File: config.mk
export PLATFORM = sky130hd
export DESIGN_NAME = exe_cmd_issuer_flat
export DESIGN_NICKNAME = d
export VERILOG_FILES = /design/src/rtl/exe_pkg.sv /design/src/rtl/exe_cmd_issuer_if.sv /design/src/rtl/exe_cmd_fifo.sv /design/src/rtl/exe_cmd_issuer.sv /design/src/flat_wrapper.sv
export SDC_FILE = /design/constraint.sdc
export NUM_CORES = 1
export LEC_CHECK = 0
export ABC_AREA = 1
export CAP_MARGIN = 15
export CORE_MARGIN = 2
export CORE_UTILIZATION = 25
export DETAILED_ROUTE_END_ITERATION = 10
export GPL_TIMING_DRIVEN = 0
export PLACE_DENSITY = 0.43
export SLEW_MARGIN = 10
export SYNTH_ARGS = -nofsm -noshare
export SYNTH_HDL_FRONTEND = slang
export SYNTH_SLANG_ARGS = --single-unit
File: constraint.sdc
create_clock -name i_clk -period 1.95 [get_ports i_clk]
set_input_delay 0.195 -clock i_clk [delete_from_list [all_inputs] [get_ports i_clk]]
set_output_delay 0.195 -clock i_clk [all_outputs]
set_load 0.02 [all_outputs]
File: src/rtl/exe_pkg.sv
// Shared types and constants for the exe_unit_w1 command issuer.
package exe_pkg;

  localparam int EXE_M    = 4;
  localparam int EXE_N    = 2;
  localparam int STATUS_W = 4;

  typedef struct packed {
    logic [EXE_N-1:0]        oper;
    logic signed [EXE_M-1:0] a;
    logic signed [EXE_M-1:0] b;
  } exe_cmd_t;

  typedef enum logic [1:0] {IDLE, ISSUE, WAIT, RESP} issuer_state_t;

endpackage

File: src/rtl/exe_cmd_issuer_if.sv
// Command, execution-unit and response signals of exe_cmd_issuer grouped into one bundle.
interface exe_cmd_issuer_if
  import exe_pkg::*;
#(
  parameter int m = 4,
  parameter int n = 2
);

  logic                cmd_valid_unused_guard;
  logic                i_cmd_valid;
  logic                o_cmd_ready;
  logic [n-1:0]        i_cmd_oper;
  logic signed [m-1:0] i_cmd_a;
  logic signed [m-1:0] i_cmd_b;
  logic [n-1:0]        o_exe_oper;
  logic signed [m-1:0] o_exe_a;
  logic signed [m-1:0] o_exe_b;
  logic [m-1:0]        i_exe_result;
  logic [STATUS_W-1:0] i_exe_status;
  logic                o_rsp_valid;
  logic                i_rsp_ready;
  logic [m-1:0]        o_rsp_result;
  logic [STATUS_W-1:0] o_rsp_status;
  logic [7:0]          o_err_cnt;

  modport slave (
    input  i_cmd_valid, i_cmd_oper, i_cmd_a, i_cmd_b,
    input  i_exe_result, i_exe_status, i_rsp_ready,
    output o_cmd_ready, o_exe_oper, o_exe_a, o_exe_b,
    output o_rsp_valid, o_rsp_result, o_rsp_status, o_err_cnt
  );

  modport master (
    output i_cmd_valid, i_cmd_oper, i_cmd_a, i_cmd_b,
    output i_exe_result, i_exe_status, i_rsp_ready,
    input  o_cmd_ready, o_exe_oper, o_exe_a, o_exe_b,
    input  o_rsp_valid, o_rsp_result, o_rsp_status, o_err_cnt
  );

endinterface

File: src/rtl/exe_cmd_fifo.sv
// Synchronous command FIFO; pointers wrap mod DEPTH, occupancy counter carries the extra bit.
module exe_cmd_fifo
  import exe_pkg::*;
#(
  parameter int DEPTH = 4
) (
  input  logic     i_clk,
  input  logic     i_rsn,
  input  logic     i_push,
  input  exe_cmd_t i_data,
  input  logic     i_pop,
  output exe_cmd_t o_head,
  output logic     o_full,
  output logic     o_empty,
  output logic     o_full_next
);

  localparam int AW = $clog2(DEPTH);

  exe_cmd_t      r_mem [DEPTH];
  logic [AW-1:0] r_wr_ptr;
  logic [AW-1:0] r_rd_ptr;
  logic [AW:0]   r_count;
  logic [AW:0]   w_count_next;
  logic          w_push;
  logic          w_pop;

  assign o_full      = (r_count == (AW+1)'(DEPTH));
  assign o_empty     = (r_count == '0);
  assign w_push      = i_push && !o_full;
  assign w_pop       = i_pop && !o_empty;
  assign o_head      = r_mem[r_rd_ptr];
  assign o_full_next = (w_count_next == (AW+1)'(DEPTH));

  always_comb begin
    w_count_next = r_count;
    if (w_push && !w_pop)
      w_count_next = r_count + 1'b1;
    else if (!w_push && w_pop)
      w_count_next = r_count - 1'b1;
  end

  always_ff @(posedge i_clk or negedge i_rsn) begin
    if (!i_rsn) begin
      r_wr_ptr <= '0;
      r_rd_ptr <= '0;
      r_count  <= '0;
    end else begin
      if (w_push) r_wr_ptr <= r_wr_ptr + 1'b1;
      if (w_pop)  r_rd_ptr <= r_rd_ptr + 1'b1;
      r_count <= w_count_next;
    end
  end

  // Storage needs no reset: occupancy alone decides what is valid.
  always_ff @(posedge i_clk) begin
    if (w_push) r_mem[r_wr_ptr] <= i_data;
  end

endmodule

File: src/rtl/exe_cmd_issuer.sv
// Issues buffered commands to exe_unit_w1 one at a time and returns results in order.
// Optional error counter enabled by defining EXE_ERR_COUNT_EN.
module exe_cmd_issuer
  import exe_pkg::*;
#(
  parameter int m     = 4,
  parameter int n     = 2,
  parameter int DEPTH = 4,
  parameter int LAT   = 1
) (
  input logic              i_clk,
  input logic              i_rsn,
  exe_cmd_issuer_if.slave  bus
);

  localparam int CW = (LAT > 1) ? $clog2(LAT) : 1;

  issuer_state_t       r_state;
  exe_cmd_t            r_cur;
  logic [CW-1:0]       r_wait;
  logic                r_ready;
  logic [n-1:0]        r_exe_oper;
  logic signed [m-1:0] r_exe_a;
  logic signed [m-1:0] r_exe_b;
  logic                r_rsp_valid;
  logic [m-1:0]        r_rsp_result;
  logic [STATUS_W-1:0] r_rsp_status;

  exe_cmd_t w_cmd_in;
  exe_cmd_t w_head;
  logic     w_full;
  logic     w_empty;
  logic     w_full_next;
  logic     w_push;
  logic     w_pop;

  assign w_cmd_in = '{oper: bus.i_cmd_oper, a: bus.i_cmd_a, b: bus.i_cmd_b};
  assign w_push   = bus.i_cmd_valid && r_ready && !w_full;
  assign w_pop    = !w_empty && ((r_state == IDLE) || ((r_state == RESP) && bus.i_rsp_ready));

  exe_cmd_fifo #(.DEPTH(DEPTH)) u_fifo (
    .i_clk       (i_clk),
    .i_rsn       (i_rsn),
    .i_push      (w_push),
    .i_data      (w_cmd_in),
    .i_pop       (w_pop),
    .o_head      (w_head),
    .o_full      (w_full),
    .o_empty     (w_empty),
    .o_full_next (w_full_next)
  );

  // Ready mirrors next-cycle occupancy so upstream sees a purely registered signal.
  always_ff @(posedge i_clk or negedge i_rsn) begin
    if (!i_rsn) r_ready <= 1'b0;
    else        r_ready <= !w_full_next;
  end

  always_ff @(posedge i_clk or negedge i_rsn) begin
    if (!i_rsn) begin
      r_state      <= IDLE;
      r_cur        <= '0;
      r_wait       <= '0;
      r_exe_oper   <= '0;
      r_exe_a      <= '0;
      r_exe_b      <= '0;
      r_rsp_valid  <= 1'b0;
      r_rsp_result <= '0;
      r_rsp_status <= '0;
    end else begin
      case (r_state)
        IDLE: begin
          if (w_pop) begin
            r_cur   <= w_head;
            r_state <= ISSUE;
          end
        end
        ISSUE: begin
          r_exe_oper <= r_cur.oper;
          r_exe_a    <= r_cur.a;
          r_exe_b    <= r_cur.b;
          r_wait     <= CW'(LAT - 1);
          r_state    <= WAIT;
        end
        WAIT: begin
          if (r_wait == '0) begin
            r_rsp_result <= bus.i_exe_result;
            r_rsp_status <= bus.i_exe_status;
            r_rsp_valid  <= 1'b1;
            r_state      <= RESP;
          end else begin
            r_wait <= r_wait - 1'b1;
          end
        end
        RESP: begin
          if (bus.i_rsp_ready) begin
            r_rsp_valid <= 1'b0;
            if (w_pop) begin
              r_cur   <= w_head;
              r_state <= ISSUE;
            end else begin
              r_state <= IDLE;
            end
          end
        end
        default: r_state <= IDLE;
      endcase
    end
  end

  assign bus.o_cmd_ready  = r_ready;
  assign bus.o_exe_oper   = r_exe_oper;
  assign bus.o_exe_a      = r_exe_a;
  assign bus.o_exe_b      = r_exe_b;
  assign bus.o_rsp_valid  = r_rsp_valid;
  assign bus.o_rsp_result = r_rsp_result;
  assign bus.o_rsp_status = r_rsp_status;

`ifdef EXE_ERR_COUNT_EN
  logic [7:0] r_err_cnt;

  // Counts delivered responses flagged by the unit; sticks at the top value.
  always_ff @(posedge i_clk or negedge i_rsn) begin
    if (!i_rsn)
      r_err_cnt <= '0;
    else if ((r_state == RESP) && bus.i_rsp_ready && (r_rsp_status != '0) && (r_err_cnt != 8'hFF))
      r_err_cnt <= r_err_cnt + 1'b1;
  end

  assign bus.o_err_cnt = r_err_cnt;
`else
  assign bus.o_err_cnt = 8'h00;
`endif

endmodule

File: src/flat_wrapper.sv
// flat-port wrapper written by rule: the top's interface ports become plain ports
module exe_cmd_issuer_flat import exe_pkg::*;
#(
  parameter int m     = 4,
  parameter int n     = 2,
  parameter int DEPTH = 4,
  parameter int LAT   = 1
)
  (i_clk, i_rsn, bus_i_cmd_valid, bus_i_cmd_oper, bus_i_cmd_a, bus_i_cmd_b, bus_i_exe_result, bus_i_exe_status, bus_i_rsp_ready, bus_o_cmd_ready, bus_o_exe_oper, bus_o_exe_a, bus_o_exe_b, bus_o_rsp_valid, bus_o_rsp_result, bus_o_rsp_status, bus_o_err_cnt);
  exe_cmd_issuer_if #(.m(m), .n(n)) bus_i ();
  input logic i_clk;
  input logic i_rsn;
  input wire logic [$bits(bus_i.i_cmd_valid)-1:0] bus_i_cmd_valid;
  input wire logic [$bits(bus_i.i_cmd_oper)-1:0] bus_i_cmd_oper;
  input wire logic [$bits(bus_i.i_cmd_a)-1:0] bus_i_cmd_a;
  input wire logic [$bits(bus_i.i_cmd_b)-1:0] bus_i_cmd_b;
  input wire logic [$bits(bus_i.i_exe_result)-1:0] bus_i_exe_result;
  input wire logic [$bits(bus_i.i_exe_status)-1:0] bus_i_exe_status;
  input wire logic [$bits(bus_i.i_rsp_ready)-1:0] bus_i_rsp_ready;
  output wire logic [$bits(bus_i.o_cmd_ready)-1:0] bus_o_cmd_ready;
  output wire logic [$bits(bus_i.o_exe_oper)-1:0] bus_o_exe_oper;
  output wire logic [$bits(bus_i.o_exe_a)-1:0] bus_o_exe_a;
  output wire logic [$bits(bus_i.o_exe_b)-1:0] bus_o_exe_b;
  output wire logic [$bits(bus_i.o_rsp_valid)-1:0] bus_o_rsp_valid;
  output wire logic [$bits(bus_i.o_rsp_result)-1:0] bus_o_rsp_result;
  output wire logic [$bits(bus_i.o_rsp_status)-1:0] bus_o_rsp_status;
  output wire logic [$bits(bus_i.o_err_cnt)-1:0] bus_o_err_cnt;
  assign bus_i.i_cmd_valid = bus_i_cmd_valid;
  assign bus_i.i_cmd_oper = bus_i_cmd_oper;
  assign bus_i.i_cmd_a = bus_i_cmd_a;
  assign bus_i.i_cmd_b = bus_i_cmd_b;
  assign bus_i.i_exe_result = bus_i_exe_result;
  assign bus_i.i_exe_status = bus_i_exe_status;
  assign bus_i.i_rsp_ready = bus_i_rsp_ready;
  assign bus_o_cmd_ready = bus_i.o_cmd_ready;
  assign bus_o_exe_oper = bus_i.o_exe_oper;
  assign bus_o_exe_a = bus_i.o_exe_a;
  assign bus_o_exe_b = bus_i.o_exe_b;
  assign bus_o_rsp_valid = bus_i.o_rsp_valid;
  assign bus_o_rsp_result = bus_i.o_rsp_result;
  assign bus_o_rsp_status = bus_i.o_rsp_status;
  assign bus_o_err_cnt = bus_i.o_err_cnt;
  exe_cmd_issuer #(.m(m), .n(n), .DEPTH(DEPTH), .LAT(LAT)) u_core (.i_clk(i_clk), .i_rsn(i_rsn), .bus(bus_i));
endmodule
==> results by group <==
Worst setup path
  • Cell Chain, Critical Path: inv_1 -> ha_1 -> nand2_1 -> nand2_2 -> nor2_2
  • Critical Path Max Stage Delay: 530 ps
  • Crit path arrival time: 1860 ps
  • CP Class: reg -> reg
  • Crit end category: register
  • Max FO, Critical Path: 10
  • R2R setup slack: 50 ps
  • Critical Path Start Type: register
  • Required time of the critical path: 1910 ps
  • Crit-path slowest cell: nor2_2

Global routing
  • Overflow after GRT: 0
  • First-pass GRT wire length: 10.6 mm
  • Largest net degree at the start of global routing: 34
  • Gr usage total: 9.72%
  • Vias in the first global route: 2055
  • Initial antenna violation count: 0

Timing
  • Worst Max-Slew Pin Slew: 625 ps
  • Count of final hold-check violations: 0
  • Clock Skews: 4.30 ps
  • Worst hold slack: 249 ps
  • Max Freq: 527 MHz
  • Minimum setup slack in the final design: 52.3 ps
  • Final Setup Violations: 0
  • Tcrit/Tclk final: 97.3%
  • RSZ-0062 raised after global routing: yes
  • Max Slew Vio Count: 0
  • Fin crit period: 1900 ps
  • Slew headroom: 58.3%
  • Setup TNS: 0 ps

Clock tree
  • Num CTS Buffers: 9
  • CTS Sinks: 79
  • H-tree Lvls: 3
  • CTS root buf: clkbuf_16
  • Clk Latency, worst-skew pair: 330 ps
  • Clock-pin slew on the worst setup and hold paths: 60 ps
  • # Post-CTS Setup Buffers: 0
  • TritonCTS clock tree: yes
  • Buffer depth of the longest clock path: 2

Cells and area
  • Cell Count, Final, Fillers Out: 526
  • Commonest cells after routing, fill and taps aside: 40 x clkdlybuf4s50_1, 40 x edfxtp_1, 39 x dfrtp_1
  • Post-layout net count: 379
  • Area delta synth->final: 30.3%
  • Share of cells above drive strength 1: 18.3%
  • Diodes inserted: 0

Routing
  • TritonRoute pass-1 iters: 4
  • Vias: 2097
  • DRT iter0 DRCs: 117
  • Via/cell ratio: 3.99
  • Routed wire per std cell: 12.3 microns
  • Post-route ant nets: 0
  • Detailed-route wire length: 6.49 mm
  • DRC errors left: 0

Power
  • VDD IR-drop max: 0.571 mV
  • Total power density per cell area: 1640 nW/um^2
  • Leakage: 0.00178 uW
  • Total power: 7180 uW

Worst hold path
  • Tightest Hold Check Type: in -> async

Placed design
  • Place WS: -281 ps
  • Port bufs: 41
  • Placed Cells: 509
  • DP Wirelength: 4.45 mm
  • Placer Congestion: 0.697

Synthesis
  • Mapped Avg Cell Area: 11.8 sq um
  • #FFs+latches synth: 79
  • Post-Syn Area: 3350 sq um
  • Seq/Total Area, Yosys: 64.9%
  • Library cells used by synthesis: 25
  • Cells after Synth: 284
  • Synth warn: 0

Status
  • Status: complete, no violations

Floorplan
  • Io pins: 50
  • Die Ht: 120 microns
  • Core box area: 13200 sq um
  • Num rows: 42
  • DIE AREA: 14300 sq um
  • Initial core utilization: 25.4%
  • Die W: 120 microns

Flow run
  • Max cap viols: 0
metal layers:
layer | vias to the layer above | part of all wire [%] | track usage (%)
met5 | - | 0 | 0
met4 | 0 | 1.9 | 5.07
met3 | 8 | 3.9 | 2.42
met2 | 41 | 46 | 16.0
met1 | 985 | 48 | 11.7
li1 | 1063 | - | -
metrics by stage:
step | utilization [%] | area (sq um)
3_5_place_dp | 30.5 | 4020
2_1_floorplan | - | 3380
4_1_cts | 33.1 | 4370
6_report | 33.1 | 4370
5_1_grt | 33.1 | 4370
3_3_place_gp | 30.4 | 4010
critical path: cells and delay by family, from the launching register on:
| family | cells | cell delay (ps) |
|---|---|---|
| fa+ha+maj | 1 | 250 |
| buf+inv | 1 | 80 |
| flops | 1 | 360 |
| simple gates | 3 | 830 |
kinds of logic after synthesis:
family	count (synthesis)	synth area share, %
other	1	0.112
buffers and inverters	45	6.57
multiplexers	10	3.36
XOR/XNOR	2	0.523
AND/OR/NAND/NOR	79	10.8
flip-flops	79	64.9
AO/OA/AOI/OAI	56	9.18
adder cells (fa/ha/maj)	12	4.48
cell type report:
cell class | instances | area (sq um)
plain buffers | 18 | 119
flip-flops and latches | 79 | 2180
multi-input cells | 167 | 991
clock buffers | 11 | 243
fillers | 1290 | 8820
inverters | 27 | 101
repair buffers | 43 | 435
well taps | 176 | 220
clock inverters | 5 | 82.6
registers in the layout, indices dropped and copies added (netlist names):
name / count
u_core.bus.o_exe_a: 4
u_core.bus.o_rsp_status: 4
u_core.u_fifo.r_count: 3
u_core.r_cur: 10
u_core.r_state: 2
u_core.bus.o_cmd_ready: 1
u_core.bus.o_exe_oper: 2
u_core.u_fifo.r_rd_ptr: 2
u_core.bus.o_rsp_result: 4
u_core.u_fifo.r_mem: 40
u_core.bus.o_exe_b: 4
u_core.u_fifo.r_wr_ptr: 2
u_core.bus.o_rsp_valid: 1
synthesized netlist by cell type, drive strengths merged:
master | count | share of area [%]
nor2 | 45 | 5.5
edfxtp | 40 | 36
dfrtp | 39 | 29
o21ai | 30 | 4.5
nand2 | 28 | 4.0
inv | 27 | 3.0
buf | 18 | 3.5
a21oi | 14 | 2.1
ha | 12 | 4.5
mux2 | 10 | 3.4
o22ai | 10 | 1.9
nand3 | 5 | 1.1
a31oi | 2 | 0.75
xor2 | 2 | 0.52
conb | 1 | 0.11
nand4 | 1 | 0.19
power breakdown:
part	switching [uW]	internal (uW)	total (uW)
Clock	639	1160	1800
Sequential	226	2350	2580
Combinational	1660	1140	2800
final timing paths:
check,start,end,cells after the start
max reg2reg,u_core.u_fifo.r_count[0]$_DFF_PN0_,u_core.u_fifo.r_mem[2][0]$_DFFE_PP_,5
min reg2reg,u_core.bus.o_rsp_valid$_DFFE_PN0P_,u_core.bus.o_rsp_valid$_DFFE_PN0P_,2
max in group asynchronous,i_rsn,u_core.bus.o_rsp_status[0]$_DFFE_PN0P_,3
max,u_core.u_fifo.r_count[0]$_DFF_PN0_,u_core.u_fifo.r_mem[2][0]$_DFFE_PP_,5
min in group i_clk,bus_i_exe_result[0],u_core.bus.o_rsp_result[0]$_DFFE_PN0P_,2
min,i_rsn,u_core.bus.o_cmd_ready$_DFF_PN0_,2
repair_timing:
action | CTS | global route
hold buffers | 1 | 0
setup endpoints to repair | 40 | 40
resized for setup | 4 | 0
hold endpoints to repair | 34 | 0
(Power assumes the default switching activity.)
